[config.mk]
export PLATFORM = sky130hd
export DESIGN_NAME = sumador_segmentado
export DESIGN_NICKNAME = d
export VERILOG_FILES = /design/src/rtl/sumador_segmentado.sv
export SDC_FILE = /design/constraint.sdc
export NUM_CORES = 1
export LEC_CHECK = 0
export ABC_AREA = 0
export BUFFER_PORTS_ARGS = -buffer_cell sky130_fd_sc_hd__buf_2
export CELL_PAD_IN_SITES_DETAIL_PLACEMENT = 0
export CELL_PAD_IN_SITES_GLOBAL_PLACEMENT = 2
export CORE_MARGIN = 2
export CORE_UTILIZATION = 34
export DETAILED_ROUTE_END_ITERATION = 7
export GPL_ROUTABILITY_DRIVEN = 0
export HOLD_SLACK_MARGIN = 0.15
export PLACE_DENSITY_LB_ADDON = 0.1
export SLEW_MARGIN = 10
export SYNTH_ARGS = -nofsm -noshare
export SYNTH_HDL_FRONTEND = slang
export SYNTH_SLANG_ARGS = --single-unit
[constraint.sdc]
create_clock -name clk -period 5 [get_ports clk]
set_input_delay 1.25 -clock clk [delete_from_list [all_inputs] [get_ports clk]]
set_output_delay 1.25 -clock clk [all_outputs]
set_load 0.005 [all_outputs]
[src/rtl/sumador_segmentado.sv]
// sumador_segmentado: pipelined two's-complement adder/subtractor rippling one CHUNK-bit slice per stage.
module sumador_segmentado #(
  parameter int WIDTH = 64,
  parameter int CHUNK = 16
) (
  input  logic             clk,
  input  logic             rst,
  input  logic             in_valid,
  output logic             in_ready,
  input  logic [WIDTH-1:0] a,
  input  logic [WIDTH-1:0] b,
  input  logic             cin,
  input  logic             sub,
  output logic             out_valid,
  input  logic             out_ready,
  output logic [WIDTH-1:0] sum,
  output logic             cout,
  output logic             ovf
);
  localparam int STAGES = WIDTH / CHUNK;
  logic advance;
  assign advance  = !out_valid || out_ready;
  assign in_ready = advance && !rst;
  for (genvar k = 0; k < STAGES; k++) begin : g_st
    localparam int YW = WIDTH - k * CHUNK;
    logic [WIDTH-1:0] xi, x_d, x_q;
    logic [YW-1:0]    yi;
    logic             ci, vi, c_q, v_q;
    logic [CHUNK:0]   s;
    if (k == 0) begin : g_in
      assign xi = a;
      assign yi = sub ? ~b : b;
      assign ci = sub || cin;
      assign vi = in_valid && in_ready;
    end else begin : g_in
      assign xi = g_st[k-1].x_q;
      assign yi = g_st[k-1].g_y.y_q;
      assign ci = g_st[k-1].c_q;
      assign vi = g_st[k-1].v_q;
    end
    assign s = {1'b0, xi[CHUNK-1:0]} + {1'b0, yi[CHUNK-1:0]} + {{CHUNK{1'b0}}, ci};
    // x rotates: unused A slices shift down while finished sum slices enter at the top
    assign x_d = (xi >> CHUNK) | (WIDTH'(s[CHUNK-1:0]) << (WIDTH - CHUNK));
    always_ff @(posedge clk)
      if (rst) begin
        x_q <= '0;
        c_q <= 1'b0;
        v_q <= 1'b0;
      end else if (advance) begin
        x_q <= x_d;
        c_q <= s[CHUNK];
        v_q <= vi;
      end
    if (k < STAGES - 1) begin : g_y
      logic [YW-CHUNK-1:0] y_q;
      always_ff @(posedge clk)
        if (rst) y_q <= '0;
        else if (advance) y_q <= yi[YW-1:CHUNK];
    end else begin : g_o
      logic ovf_d, ovf_q;
      assign ovf_d = s[CHUNK] ^ xi[CHUNK-1] ^ yi[CHUNK-1] ^ s[CHUNK-1];
      always_ff @(posedge clk)
        if (rst) ovf_q <= 1'b0;
        else if (advance) ovf_q <= ovf_d;
      assign ovf = ovf_q;
    end
  end
  assign sum       = g_st[STAGES-1].x_q;
  assign cout      = g_st[STAGES-1].c_q;
  assign out_valid = g_st[STAGES-1].v_q;
endmodule

=== Yosys cells after proc, flatten, opt, wreduce, memory -nomap -nowiden ===
Index checks and enable logic that the tools add are counted.

* Flip-flop bits (word level): 361
* Input port bits: 134
* Output and inout port bits: 68
* Word-level logic and storage cells: 39

* Add/sub/neg operators: 8
* Multiplexer cells: 1
* Bitwise gates (word level): 8
* Reductions and logical operators: 6

{| class="wikitable"
|+ Operator list
! operator !! count
|-
| bitwise OR 48 x 64 -> 64 bit || 4
|-
| adder 16 x 16 -> 17 bit || 4
|-
| adder 17 x 1 -> 17 bit || 4
|-
| 2-to-1 mux 64 bit || 1
|-
| NOT 64 bit || 1
|-
| bitwise XOR 1 bit || 3
|-
| logical AND 1 bit || 2
|-
| logical NOT 1 bit || 2
|-
| logical OR 1 bit || 2
|}

=== Longest topological paths before layout ===
Gate-level depths: netlist (run 1).

* Word-level depth: 5
* Mapped depth: 13
* Depth with buffers taken out: 11

=== Least setup slack after synthesis (run 1) ===
Ideal clock, no wire load.

* Path kind: input port to flip-flop
* Start point: in sub
* End point: reg g_st[0].c_q
* Setup time: 125 ps
* Arrival: 4109 ps
* Data required time: 4875 ps
* Path slack: 766 ps
* Stages: 13
* Buffers on the path: 2
* Path through: buf_2 > buf_1 > xor2_1 > fa_1 > fa_1 > a21oi_1 > o21ai_1 > a21oi_1 > nor3_1 > o22ai_1 > or2_0 > a21oi_1 > o41a_1

* Cells in the longest elaborated chain, start to end: 3
* Elaborated cells on any way between the ends: 4
* Those cells by class: 2 x add/sub; 1 x mux; 1 x reduce/logical

{| class="wikitable"
|+ RTL lines
! what !! line !! text
|-
| from (decl) || 13 || <nowiki>input logic sub,</nowiki>
|-
| 2-to-1 mux 64 bit || 32 || <nowiki>assign yi = sub ? ~b : b;</nowiki>
|-
| adder 16 x 16 -> 17 bit || 41 || <nowiki>assign s = {1'b0, xi[CHUNK-1:0]} + {1'b0, yi[CHUNK-1:0]} + {{CHUNK{1'b0}}, ci};</nowiki>
|-
| adder 17 x 1 -> 17 bit * || 41 ||
|-
| to (signal assigned) || 51 || <nowiki>c_q <= s[CHUNK];</nowiki>
|-
| to (decl) || 28 || <nowiki>logic ci, vi, c_q, v_q;</nowiki>
|}

Mark *: on every way between the ends. The rest lies on a longest branch, timed or not.
A chain may end at the register's enable or synchronous reset.

=== Final worst setup path (run 1) ===
Ends and elaborated chain as after synthesis.

==> results of run 1 <==
-- power groups by stage --
| stage | sequential, uW | combinational, uW | clock, uW |
|---|---|---|---|
| floorplan | 3220 | 510 | 0 |
| CTS | 3180 | 731 | 3040 |
| global placement | 3240 | 720 | 0 |
| detailed placement | 3250 | 726 | 0 |
| global route | 3210 | 821 | 3140 |
| finish | 3180 | 717 | 2930 |
-- flip-flops by register name (all words and copies together) (netlist names) --
register and count:
sum 64, g_st.c_q 3, out_valid 1, g_st.g_y.y_q 96
ovf 1, g_st.x_q 192, g_st.v_q 3, cout 1
-- how the worst min path moves through the flow --
stage,from,end,slack [ps],cells past startpoint
global placement,sum[17]$_SDFFE_PP0N_,sum[17]$_SDFFE_PP0N_,440,2
CTS,g_st[1].x_q[16]$_SDFFE_PP0N_,g_st[2].x_q[0]$_SDFFE_PP0N_,450,2
finish,sum[14]$_SDFFE_PP0N_,sum[14]$_SDFFE_PP0N_,440,2
floorplan,g_st[1].x_q[59]$_SDFFE_PP0N_,g_st[1].x_q[59]$_SDFFE_PP0N_,420,2
detailed placement,sum[14]$_SDFFE_PP0N_,sum[14]$_SDFFE_PP0N_,440,2
global route,sum[14]$_SDFFE_PP0N_,sum[14]$_SDFFE_PP0N_,460,2
-- layout make-up --
cell class              count  area (sq um)
fillers                  4753         26920
clock inverters            11         102.6
well taps                 600         750.7
flip-flops and latches    361          7227
repair buffers            216          1194
multi-input cells        1416          7679
inverters                  30         112.6
clock buffers              62          1196
-- synthesized netlist by cell type, types with 6 or more instances --
cell type / instances
nand4_1: 9
xnor2_1: 69
a21o_1: 18
nand2_1: 578
dfxtp_1: 361
nor2_1: 87
inv_1: 30
ha_1: 60
o22ai_1: 6
o21ai_1: 8
nor2b_1: 6
clkbuf_1: 111
fa_1: 8
a21oi_1: 314
or4_1: 7
nor3_1: 17
or3_1: 6
buf_1: 15
xor2_1: 29
o21a_1: 16
o21bai_1: 9
o21ai_0: 25
o211ai_1: 7
nand3_1: 22
a211oi_1: 63
nand2b_1: 8
-- worst min-delay path, stage by stage, from the launching register on --
cell and delay [ps]:
dfxtp_1 300, nand2_1 50, a21oi_1 50
-- logic make-up (layout without fill, tap and decap cells) --
logic type,count (synthesis),in the layout
adder cells (fa/ha/maj),68,68
AO/OA/AOI/OAI,493,493
XOR/XNOR,98,98
buffers and inverters,158,319
flip-flops,361,361
AND/OR/NAND/NOR,757,757
-- through the flow --
| step | power [uW] | instance area, sq um |
|---|---|---|
| after floorplan | 3726 | 15490 |
| after global placement | 3964 | 16960 |
| after detailed placement | 3972 | 16960 |
| after CTS | 6953 | 18260 |
| after global routing | 7167 | 18260 |
| final | 6834 | 18260 |
-- per-layer routing --
metal	wire, um	part of all wire
met5	0	0
met4	766	0.019
met3	1645	0.041
met2	16890	0.42
met1	20560	0.52
==> metrics list, run 1 <==
- GRT overflow: 0
- The final layout contains routed wiring with a total length of 39860 um.
- P&R area growth vs syn: 17.92%
* Total leakage power: 0.007616 uW
- Of all nets on the critical path, the largest fanout is 20.
* Critical Path Stages: 12
- Yosys reg bits: between 300 and 400
- Period utilisation layout: 0.7586
* Share of final-layout standard cells stronger than drive strength 1: 0.1360
* Hold buffer count at CTS: 0
- Power spread over the standard cell area amounts to 374.3 nW/um^2.
* Quantity of I/O buffers inserted on ports: 201
- Number of gates given a new drive strength after cts: 0
* Register area share after synthesis: 0.4667
- Met3 track demand over resource: 0.02943
- Die Outline Area: about 47000 sq um
- VDD sags by at most 0.0002207 V.
- Traced cell by cell, the critical path runs through buf_4 > or2_2 > fa_1 > fa_1 > a21oi_1 > o21ai_1 > a21oi_1 > nor3_1 > o22ai_1 > or2_0 > a21oi_1 > o41a_1.
- Total via count in the routed design: 12851
- Buffers inserted during clock tree synthesis total 42.
* Detailed-route DRC error count: 0
* Number of different library cells in the post-synthesis netlist: 55
- Grouping stages by cell kind, the critical path spends the most delay in compound AO/OA/AOI/OAI gates.
* Via count of the first global-routing pass: 12249
- Avg Vias per Cell: 4.767
* Dpl cells: 2623
* Worst setup path category: input pin to register
* Classification of the worst-slack hold path: register to register
- Result of the run: finished, final reports clean
- Of the total synthesized cell area, the portion taken by AND, OR, NAND and NOR gates is 0.1969.
- Setup Buffers After CTS: 0
* Max-slew headroom: 0.2992
* Critical path startpoint category: input pin
- The endpoint identified for the worst register-to-register timing path is sum[60]$_SDFFE_PP0N_.
- The floorplan step set the die width to 217.4 um.
- The clock passes through at most 3 buffers.
- Post-detail-place hpwl: 25840 um
- Cell-internal power: 5106 uW
- Max-cap violations: 0
- Std cell rows: 78
- Switching share of power: 0.2530
- For this run, global-route usage on met2 was measured as 0.2520.
* Start point of the critical path: sub
- Number of routed nets with antenna violations: 0
- The final hold violation count is 0.
- Nets@finish: 2269
- Counting flops with a built-in enable in the synthesized netlist gives 0.
- Async set-reset flop share out of synthesis: 0
* Total global-route track usage: 0.1673
* Most common cell after layout, fill and taps aside: nand2_1
- The first global-routing pass estimated 64830 um of wire.
- Measured along the y axis, the die boundary spans 217.4 um.
- Critical path buffer and inverter count: 1
- Effective utilization at floorplan: 0.3427
- Reg-to-reg slack, setup: about 2200 ps
- The startpoint identified for the worst register-to-register timing path is g_st[2].c_q$_SDFFE_PP0N_.
- Slew of the pin with the lowest slew margin: 1051 ps
- Synthesis produced a netlist whose cell count is 1935.
- For this block, the initial DRC count from the detailed router was between 600 and 700.
* Max frequency: around 260 MHz
* Fraction of the core area covered by cells at the end of the flow: 0.4041
- The largest individual stage delay along the critical path comes from the cell fa_1.
- After global routing, the most crowded layer is met2.
* Reported net switching power: 1729 uW
* Clock network fraction of total power: 0.429
* Clock tree root buffer cell: clkbuf_16
* Tmin final: 3793 ps
- Final Slew Violations: 0
- The area fraction in compound gates after synthesis was 0.1837.
* Critical path's most frequent cell: a21oi_1
- The floorplan step defined a core boundary enclosing 45190 sq um.
- For the worst flop-to-flop path, the logic depth is 11.
* Area leader, netlist: dfxtp_1
- Signal arrival time at the worst endpoint: around 4200 ps
- Entering global routing, the biggest net connects around 220 pins.
- Adder-cell share of the synthesized area: 0.05882
- Cell types occupying the most area after synthesis: dfxtp_1 (47%), nand2_1 (14%), a21oi_1 (10%)
- Yosys printed 0 warnings.
- Fraction of synthesized cell area in xor and xnor cells: 0.05543
- Prevailing post-synth register cell: dfxtp_1
- Detailed Routing Iterations Pass 1: 4
- Post-Syn Area: 15490 sq um
- N_diodes: 0
* Share of total power in sequential cells: 0.466
- The initial antenna violation count was 0.
* Post-synth net total: roughly 2100
- Routing usage on met1: 0.2438
* Non-Filler Instances: 2696
* H-tree levels: 2
- Dividing the synthesized area by the synthesized cell count gives roughly 8 sq um.
- Dividing the detail-routed wire length by the instance count gives roughly 15 um.
- The tightest hold path in the finished design has a slack of 443.5 ps.
* Worst Slack Setup Final: 1207 ps
* Largest stage delay on the critical path: 430 ps
- Prior to clock tree synthesis, the placed netlist has a worst setup slack of 660.9 ps.
* Kind of end point of the critical path: register
- Clock-pin slew was measured on the worst setup and hold paths at 60 ps.
- In this run the worst setup path terminates at g_st[0].c_q$_SDFFE_PP0N_.
* Combinational fraction of design power: 0.105
- Mux share of post-synthesis cell area: 0
- Summed over all failing endpoints, the final setup total negative slack is 0 ps.
- By area, the combinational part of the netlist is dominated by simple AND/OR/NAND/NOR gates.
* RSZ-0062 raised after global routing: false
* Final setup fails: 0
- WP data required: 5450 ps
- Of the post-synthesis cell area, the dominant cell type holds 0.4667.
- 202 I/O pins were placed.
* Sinks on Clock Net: about 360
- For the final database, setup skew stands at 15.39 ps.
- At the later pin of the worst-skew pair, clock insertion delay measures roughly 560 ps.
* Commonest cells after routing, fill and taps aside: nand2_1 (578), dfxtp_1 (361), a21oi_1 (314)
- TritonCTS clock tree: yes
(Power assumes the default switching activity.)
==> run 2: changes to the inputs <==
--- a/config.mk
+++ b/config.mk
@@ -5,12 +5,12 @@
 export SDC_FILE = /design/constraint.sdc
 export NUM_CORES = 1
 export LEC_CHECK = 0
-export ABC_AREA = 0
+export ABC_AREA = 1
 export BUFFER_PORTS_ARGS = -buffer_cell sky130_fd_sc_hd__buf_2
 export CELL_PAD_IN_SITES_DETAIL_PLACEMENT = 0
 export CELL_PAD_IN_SITES_GLOBAL_PLACEMENT = 2
 export CORE_MARGIN = 2
-export CORE_UTILIZATION = 34
+export CORE_UTILIZATION = 33
 export DETAILED_ROUTE_END_ITERATION = 7
 export GPL_ROUTABILITY_DRIVEN = 0
 export HOLD_SLACK_MARGIN = 0.15
==> constraint.sdc (replaced) <==
create_clock -name clk -period 3.5 [get_ports clk]
set_input_delay 0.875 -clock clk [delete_from_list [all_inputs] [get_ports clk]]
set_output_delay 0.875 -clock clk [all_outputs]
set_load 0.005 [all_outputs]
==> run 2 against run 1 <==
Against the previous run:
- clock-buffer cell count up 6
- total power up 51%
- wire length up 5.6%
- core utilization down 0.68 points
- critical path depth up 2
- register-to-register slack worse by 900 ps
- first-iteration DRC count up 13%
- synthesized cell count up 10%
==> metrics list, run 2 <==
- Final cell area excluding filler cells: 19050 sq um
- Of the total synthesized cell area, the portion taken by full adders, half adders and majority gates is 0.05658.
* GRT overflow: 0
- The highest metal layer carrying signal wires in the routed design is met4.
- Reg2reg start: g_st[2].g_y.y_q[0]$_SDFFE_PP0N_
- The number of antenna diodes in the final layout is 0.
- Synth Area in Simple Gates: 0.2004
- Warnings from Yosys: 0
- Max-cap violations: 0
- By area, the combinational part of the netlist is dominated by simple AND/OR/NAND/NOR gates.
- Effective utilization at floorplan: 0.3358
* Critical path's most frequent cell: nand3_1
- Number of enable flip-flop cells after synthesis: 0
- Reg-to-reg slack, setup: 1290 ps
- Measured against its own limit, the worst slew margin works out to 0.3469.
* Worst setup path category: input pin to register
- Synthesized area per cell: 7.530 sq um
- The startpoint identified for the worst hold timing path is g_st[1].x_q[63]$_SDFFE_PP0N_.
- Final setup fails: 0
- WP data required: 3950 ps
- Number of placed I/O pins: around 200
- The worst hold path terminates at g_st[2].x_q[47]$_SDFFE_PP0N_.
- Slew of the pin with the lowest slew margin: about 980 ps
- In this run the worst setup path begins at sub.
- Antenna violations before repair: 0
- Gates resized during post-CTS repair numbered 0.
- The floorplan step defined a die boundary enclosing 50570 sq um.
- Counting every instance in the synthesized netlist gives 2138.
- Total leakage power: between 0.009 and 0.01 uW
* Fraction of the core area covered by cells at the end of the flow: 0.3973
* Leading cell types by count after synthesis: nor2_1 (523), dfxtp_1 (361), o21ai_0 (357)
- Deepest clock path buffer count: 3
* Quantity of I/O buffers inserted on ports: 201
- Synthesis produced a netlist with a net count of roughly 2300.
- Fraction of synthesized cell area in xor and xnor cells: 0.05059
- The pre-antenna-repair detailed-routing pass consisted of 5 iterations.
* Wire length on met1: about 22000 um
- In this run the cell area measured after placement is roughly 18000 sq um.
* Most common cell after layout, fill and taps aside: nor2_1
- Kind of end point of the critical path: register
- Dividing the detail-routed wire length by the instance count gives 14.38 um.
- Result of the run: finished, final reports clean
- Traced cell by cell, the critical path runs through buf_4 > or2_2 > fa_1 > fa_1 > nand3_1 > nand2_1 > nand3_1 > nand2_1 > nand3_1 > nand2_1 > nand2_1 > nand3_1 > nand3_1 > inv_1.
* Clock transition at the registers of the reported paths: ~60 ps
* Hold buffer count at CTS: 0
- Measured along the x axis, the die boundary spans 224.9 um.
- The mapped netlist covers around 16000 sq um.
- Register area share after synthesis: 0.4489
- In this design, the stage delay of the slowest critical-path cell is 420 ps.
* Insertion delay to the later sink of the worst-skew pair: 550 ps
* Non-Filler Instances: 2926
* Routed length on met3: 1587 um
* Share of final-layout standard cells stronger than drive strength 1: 0.1393
- Max frequency: about 380 MHz
* Async set-reset flop share out of synthesis: 0
* Avg Vias per Cell: ~4.7
- The worst setup path is launched from an input pin.
- Drt total wl: around 42000 um
- Synth Area in Compound Gates: 0.1795
- The first global-routing pass estimated 68460 um of wire.
* Total global-route track usage: 0.1667
* Count of filler cells inserted in the layout: 5053
- Depth of the most critical reg-to-reg path: 13
- Data arrives at the worst endpoint at 3070 ps.
* H-tree levels: 2
- The area growth from synthesis to layout is 18.33%.
- The final number of max-transition violations came to 0.
* Total power divided by cell area: 541.2 nW/um^2
* DIE HEIGHT: 224.9 um
* Flip-flop count of the largest register after layout: about 190
- The core region is 47950 sq um.
* Setup Buffers After CTS: 0
* Post-Route Setup TNS: 0 ps
- Post-Place Setup Slack: 316.5 ps
* First DRT Iteration DRCs: 770
- Maximum ir drop on the vdd rail: between 0.0002 and 0.0003 V
- Prevailing post-synth register cell: dfxtp_1
- Dpl cells: 2847
- RSZ-0062 raised after global routing: false
- The netlist uses 35 different library cells.
* TritonCTS clock tree: yes
* Area leader, netlist: dfxtp_1
* Largest fanout on the critical path: 6
* Cts bufs inserted: 43
- Classification of the worst-slack hold path: register to register
- Entering global routing, the biggest net connects approximately 180 pins.
- Reg with most FFs: g_st.x_q
- The worst register-to-register path ends at sum[62]$_SDFFE_PP0N_.
- The final hold violation count came to 0.
* Met2 wire len: 17910 um
- Clock tree root buffer cell: clkbuf_16
* Most used standard cell by instance count after synthesis: nor2_1
- Clock tree synthesis found a total of 361 sinks.
- Mux share of post-synthesis cell area: 0
- Post-Route Skew: 7.920 ps
- The share of synthesized area in the top cell type comes to 0.4489.
- Period utilisation layout: 0.7505
* Via count of the first global-routing pass: 13053
- The initialized floorplan defines 80 standard-cell rows.
* Tmin final: about 2600 ps
- Detailed-route DRC error count: 0
* Nets@finish: 2479
- The slowest stage of the critical path is the fa_1 cell.
- Along the worst hold path, the cell count comes to 2.
- Synthesis inferred 361 register bits.
- Cell types occupying the most area after synthesis: dfxtp_1 (45%), nor2_1 (12%), o21ai_0 (11%)
- The final route contains 13702 vias.
- Commonest cells after routing, fill and taps aside: nor2_1 (522), dfxtp_1 (361), o21ai_0 (357)
- Number of routed nets with antenna violations: 0
- Post-detail-place hpwl: 28360 um
* Worst Slack Setup Final: 873.3 ps
[run 2: through the flow]
stage               hold slack (ps)  total power [uW]
detailed placement            451.4              5955
CTS                           458.1             10520
global placement              439.9              5945
floorplan                     429.7              5507
finish                        454.9             10310
global route                  485.2             10890
[run 2: critical path: cells and delay by family]
family | cells | cell delay (ps)
adder cells (fa/ha/maj) | 2 | 830
buffers and inverters | 2 | 230
AND/OR/NAND/NOR | 10 | 1130
[run 2: worst max path at each step]
stage	depth (start not counted)	endpoint
6_report	14	g_st[0].x_q[62]$_SDFFE_PP0N_
5_1_grt	12	g_st[0].x_q[62]$_SDFFE_PP0N_
4_1_cts	14	g_st[0].x_q[62]$_SDFFE_PP0N_
3_5_place_dp	14	g_st[0].x_q[62]$_SDFFE_PP0N_
3_3_place_gp	14	g_st[0].x_q[62]$_SDFFE_PP0N_
2_1_floorplan	15	g_st[0].x_q[62]$_SDFFE_PP0N_
[run 2: final cells by class]
type                    count  area (sq um)  area share
well taps                 615         769.5     0.04039
flip-flops and latches    361          7227      0.3794
repair buffers            219          1244     0.06528
inverters                 136         525.5     0.02758
multi-input cells        1516          7849      0.4120
clock inverters            11         113.9    0.005977
clock buffers              68          1323     0.06942
[run 2: per-layer routing]
metal	vias to the layer above	global-route usage
li1	7268	-
met1	6200	0.2386
met2	191	0.2584
met3	43	0.02678
met4	0	0.04721
met5	-	0
[run 2: cell families after synthesis]
kind of cell	count (synthesis)
AND/OR/NAND/NOR	803
AO/OA/AOI/OAI	552
flip-flops	361
buffers and inverters	261
XOR/XNOR	93
adder cells (fa/ha/maj)	68
[run 2: power by group]
part / internal (uW) / switching [uW] / leakage, uW
logic: 498 / 730 / 0.00595
registers: 4450 / 167 / 0.00297
clock network: 2740 / 1730 / 0.000704
